### src/rtl/fp32_mul_seq.sv
// IEEE 754 single-precision multiplier with an iterative radix-2 shift-add core.
// Truncating rounding; handles denormals, NaN, Inf and signed zero.
module fp32_mul_seq #(
   parameter logic [31:0] QNAN = 32'h7FC00001
) (
   input  logic        clk,
   input  logic        rst,
   input  logic        in_valid,
   output logic        in_ready,
   input  logic [31:0] a,
   input  logic [31:0] b,
   output logic        out_valid,
   input  logic        out_ready,
   output logic [31:0] result
);

   typedef enum logic [1:0] {IDLE, MUL, NORM, DONE} state_t;

   state_t             state_q, state_d;
   logic               sign_q, sign_d;
   logic [47:0]        mcand_q, mcand_d;
   logic [23:0]        mplier_q, mplier_d;
   logic [47:0]        acc_q, acc_d;
   logic [4:0]         cnt_q, cnt_d;
   logic signed [10:0] exp_sum_q, exp_sum_d;
   logic               special_q, special_d;
   logic [31:0]        special_res_q, special_res_d;
   logic [31:0]        result_q, result_d;

   logic [7:0]         ea, eb, eff_ea, eff_eb;
   logic               a_nan, b_nan, a_inf, b_inf, a_zero, b_zero, op_sign;
   logic [5:0]         lz;
   logic               lz_found;
   logic signed [10:0] norm_exp, shamt;
   logic [22:0]        norm_frac, den_frac;

   assign in_ready  = (state_q == IDLE) && !rst;
   assign out_valid = (state_q == DONE);
   assign result    = result_q;

   always_comb begin
      ea      = a[30:23];
      eb      = b[30:23];
      eff_ea  = (ea == 8'd0) ? 8'd1 : ea;
      eff_eb  = (eb == 8'd0) ? 8'd1 : eb;
      a_nan   = (&ea) && (|a[22:0]);
      b_nan   = (&eb) && (|b[22:0]);
      a_inf   = (&ea) && !(|a[22:0]);
      b_inf   = (&eb) && !(|b[22:0]);
      a_zero  = !(|ea) && !(|a[22:0]);
      b_zero  = !(|eb) && !(|b[22:0]);
      op_sign = a[31] ^ b[31];
   end

   // Leading-zero count of the product measured from bit 46 (the unit position).
   always_comb begin
      lz       = '0;
      lz_found = 1'b0;
      for (int unsigned i = 0; i < 47; i++) begin
         if (!lz_found) begin
            if (acc_q[46 - i]) lz_found = 1'b1;
            else               lz = lz + 6'd1;
         end
      end
   end

   always_comb begin
      if (acc_q[47]) begin
         norm_exp  = exp_sum_q + 11'sd1;
         norm_frac = acc_q[46:24];
      end else begin
         norm_exp  = exp_sum_q - $signed({5'b0, lz});
         norm_frac = 23'((acc_q << lz) >> 23);
      end
      shamt    = 11'sd1 - norm_exp;
      den_frac = 23'({1'b1, norm_frac} >> shamt[4:0]);
   end

   always_comb begin
      state_d       = state_q;
      sign_d        = sign_q;
      mcand_d       = mcand_q;
      mplier_d      = mplier_q;
      acc_d         = acc_q;
      cnt_d         = cnt_q;
      exp_sum_d     = exp_sum_q;
      special_d     = special_q;
      special_res_d = special_res_q;
      result_d      = result_q;
      case (state_q)
         IDLE: begin
            if (in_valid) begin
               sign_d    = op_sign;
               mcand_d   = {24'b0, (ea != 8'd0), a[22:0]};
               mplier_d  = {(eb != 8'd0), b[22:0]};
               exp_sum_d = $signed({3'b0, eff_ea}) + $signed({3'b0, eff_eb}) - 11'sd127;
               acc_d     = '0;
               cnt_d     = '0;
               special_d = a_nan || b_nan || a_inf || b_inf || a_zero || b_zero;
               if (a_nan || b_nan || (a_inf && b_zero) || (a_zero && b_inf))
                  special_res_d = QNAN;
               else if (a_inf || b_inf)
                  special_res_d = {op_sign, 8'hFF, 23'b0};
               else
                  special_res_d = {op_sign, 31'b0};
               state_d = MUL;
            end
         end
         MUL: begin
            if (mplier_q[0]) acc_d = acc_q + mcand_q;
            mcand_d  = mcand_q << 1;
            mplier_d = mplier_q >> 1;
            cnt_d    = cnt_q + 5'd1;
            if (cnt_q == 5'd23) state_d = NORM;
         end
         NORM: begin
            if (special_q)
               result_d = special_res_q;
            else if (acc_q == 48'd0)
               result_d = {sign_q, 31'b0};
            else if (norm_exp >= 11'sd255)
               result_d = {sign_q, 8'hFF, 23'b0};
            else if (norm_exp <= 11'sd0) begin
               if (shamt >= 11'sd24) result_d = {sign_q, 31'b0};
               else                  result_d = {sign_q, 8'h00, den_frac};
            end else
               result_d = {sign_q, norm_exp[7:0], norm_frac};
            state_d = DONE;
         end
         DONE: begin
            if (out_ready) state_d = IDLE;
         end
         default: state_d = IDLE;
      endcase
   end

   always_ff @(posedge clk) begin
      if (rst) begin
         state_q       <= IDLE;
         sign_q        <= 1'b0;
         mcand_q       <= '0;
         mplier_q      <= '0;
         acc_q         <= '0;
         cnt_q         <= '0;
         exp_sum_q     <= '0;
         special_q     <= 1'b0;
         special_res_q <= '0;
         result_q      <= '0;
      end else begin
         state_q       <= state_d;
         sign_q        <= sign_d;
         mcand_q       <= mcand_d;
         mplier_q      <= mplier_d;
         acc_q         <= acc_d;
         cnt_q         <= cnt_d;
         exp_sum_q     <= exp_sum_d;
         special_q     <= special_d;
         special_res_q <= special_res_d;
         result_q      <= result_d;
      end
   end

endmodule
### config.mk
export PLATFORM = sky130hd
export DESIGN_NAME = fp32_mul_seq
export DESIGN_NICKNAME = d
export VERILOG_FILES = /design/src/rtl/fp32_mul_seq.sv
export SDC_FILE = /design/constraint.sdc
export NUM_CORES = 1
export LEC_CHECK = 0
export BUFFER_PORTS_ARGS = -buffer_cell sky130_fd_sc_hd__buf_2
export CORE_ASPECT_RATIO = 1.5
export CORE_MARGIN = 2
export CORE_UTILIZATION = 25
export DETAILED_ROUTE_END_ITERATION = 10
export PLACE_DENSITY = 0.48
export SLEW_MARGIN = 30
export SYNTH_ARGS = -nofsm -noshare
export SYNTH_HDL_FRONTEND = slang
export SYNTH_SLANG_ARGS = --single-unit
### constraint.sdc
create_clock -name clk -period 38.3 [get_ports clk]
set_input_delay 5.745 -clock clk [delete_from_list [all_inputs] [get_ports clk]]
set_output_delay 5.745 -clock clk [all_outputs]
set_load 0.1 [all_outputs]
==> flow_summary.toml <==
[synthesis]
syn_area_um2 = 20300
ys_ff_latch = 174
synth.net_count = 2831
synth_edf_count = 0
async_reset_ff_share_pct = 0
syn_inst = 2635
yosysSeqAreaShare_pct = 17.1
synth_cell_types = 111
yosys.area.top_type = "dfxtp_1"
synth_ff_type = "dfxtp_1"
yosysTopAreaCellShare_pct = 17.1
avgSynthCellArea_um2 = 7.72
synth_area_leaders = "dfxtp_1 (17%), mux2i_1 (13%), ha_1 (7.7%), nor2_1 (6.1%), xnor2_1 (4.6%)"
synth_warnings = 0

[setup_path]
critPathSlowestCell = "or4_1"
start_kind = "flip-flop"
r2r_slack_ns = 3.12
cp-end-kind = "flip-flop"
r2r_end = "result[10]"
worstReg2RegStart = "acc_q[43]"
cp_common_cell = "ha_1"
path_max_fanout = 41
worstPathRequired_ns = 38.69
arrival_ns = 35.57
slowest_delay_ns = 0.75
path_delay_family = "adder cells"
worst-setup-path-type = "reg2reg"
crit_buf_inv = 7
rr_worst_depth = 165

[placed_design]
portBuffers = 101
gp_congestion = 0.893
hpwlAfterDp_mm = 52.6

[finish]
fin_nets = 2813
area_delta_synth_final_pct = 10.3
final_common_cell = "nor2_1"
most-common-layout-cells = "nor2_1 (329), mux2i_1 (263), nand2_1 (209)"
diodes = 0
drive_gt1_share_pct = 11.1

[sta]
layout_min_cycle_time_ns = 35.18
setup_viol = 0
rsz0062_at_grt = "no"
fin_setup_tns_ns = 0
slew_headroom_pct = 35.8
clock_skew_ns = 0.0148
finalCritPeriodShare_pct = 91.8
max_freq_mhz = 28.4
drv_slew = 0
finalHoldViolCount = 0
worstMarginPinSlew_ns = 0.959

[routing]
drc = 0
postRouteAntennaNets = 0
drt_first_pass_iters = 6
viasPerCell = 5.27
vias = 19300
wire_per_inst_um = 18.5
wl_mm = 67.7
first_iter_violations = 1163

[run_status]
outcome = "complete, no violations"

[clock_tree]
clkTransAtPathRegs_ns = 0.07
cts_buffers = 17
cts_hold_buffers = 0
cts_resized = 0
cts-root-buf = "clkbuf_16"
post_cts_buffers = 0
cts_htree_levels = 4
cts_buffer_depth = 2
cts_tree = "done"
cts.sink_count = 174
insertion_delay_ns = 0.48

[die]
die_h_um = 353
die_w_um = 237
initial_utilization_pct = 25.2
num_io_pins = 102
rows = 128
core-area_um2 = 80900
dieArea_um2 = 83700

[min_path]
hold_depth = 2
hold_class = "reg2reg"
min_from = "result[20]"
worstHoldEndpoint = "result[20]"

[grt]
antenna_found_initial = 0
grt_max_degree = 97
grt_pass1_wl_mm = 108
overflow = 0
grt_pass1_vias = 19000
gr-usage-all-layers_pct = 16.0

[job]
drv_cap = 0
Yosys cell counts, drive strengths merged (45+ instances only):
master    n
dfxtp   174
clkbuf  131
nand2   211
inv      77
nand2b   45
ha      125
mux2i   266
a22oi    75
xor2     53
o21ai   100
nor3     76
nor2    332
nand3    66
a21oi   163
xnor2   118
a211oi   78
stage by stage:
stage	std cells	setup slack, ns	util [%]	cell area [um^2]	hold WS, ns
finish	3670	3.12	27.7	22400	0.466
global route	3670	0.251	27.7	22400	0.496
CTS	3669	3.09	27.7	22400	0.468
detailed placement	3637	3.25	27.0	21800	0.458
global placement	3637	3.96	26.9	21800	0.456
floorplan	2635	6.28	-	20300	0.436
layer usage:
metal	up-vias	wire length, um	GRT usage, %
met5	-	0	0
met4	0	1770	5.29
met3	92	2140	1.79
met2	428	34900	29.4
met1	9201	28900	19.1
li1	9628	-	-
cells by family (layout without fill, tap and decap cells):
family | after synthesis | after routing | synth area share (%)
compound gates | 666 | 666 | 22.1
fa+ha+maj | 129 | 129 | 8.03
flops | 174 | 174 | 17.1
xor+xnor | 183 | 183 | 9.41
simple gates | 932 | 932 | 22.3
buf+inv | 245 | 240 | 4.76
mux | 306 | 306 | 16.3
cell type report:
| cell class | count | area (um^2) |
|---|---|---|
| Fill cell | 8837 | 58400 |
| Multi-Input combinational cell | 2216 | 16000 |
| Sequential cell | 174 | 3480 |
| Clock buffer | 20 | 447 |
| Clock inverter | 12 | 150 |
| Timing Repair Buffer | 131 | 753 |
| Tap cell | 1040 | 1300 |
| Inverter | 77 | 289 |
worst max-delay path by stage:
stage / cells after the start / end / startpoint / slack (ns)
finish: 165 / result[10] / acc_q[43] / 3.12
detailed placement: 167 / result[10] / acc_q[43] / 3.25
global route: 168 / result[10] / acc_q[43] / 0.25
floorplan: 174 / result[10] / acc_q[44] / 6.28
global placement: 167 / result[10] / acc_q[43] / 3.96
CTS: 167 / result[10] / acc_q[43] / 3.09
worst min-delay path, cell delays in order (launching register included):
cell,delay [ns]
dfxtp_1,0.31
nand2_1,0.06
a21oi_1,0.06
sequential cells by signal (all words and copies together), names as in the netlist:
register / count
acc_q: 48
mcand_q: 48
result: 32
mplier_q: 24
exp_sum_q: 10
cnt_q: 5
special_res_q: 3
state_q: 2
sign_q: 1
special_q: 1
Power is not shown: default switching activity piles up to over one toggle a cycle in this logic, so the estimate is an artifact.
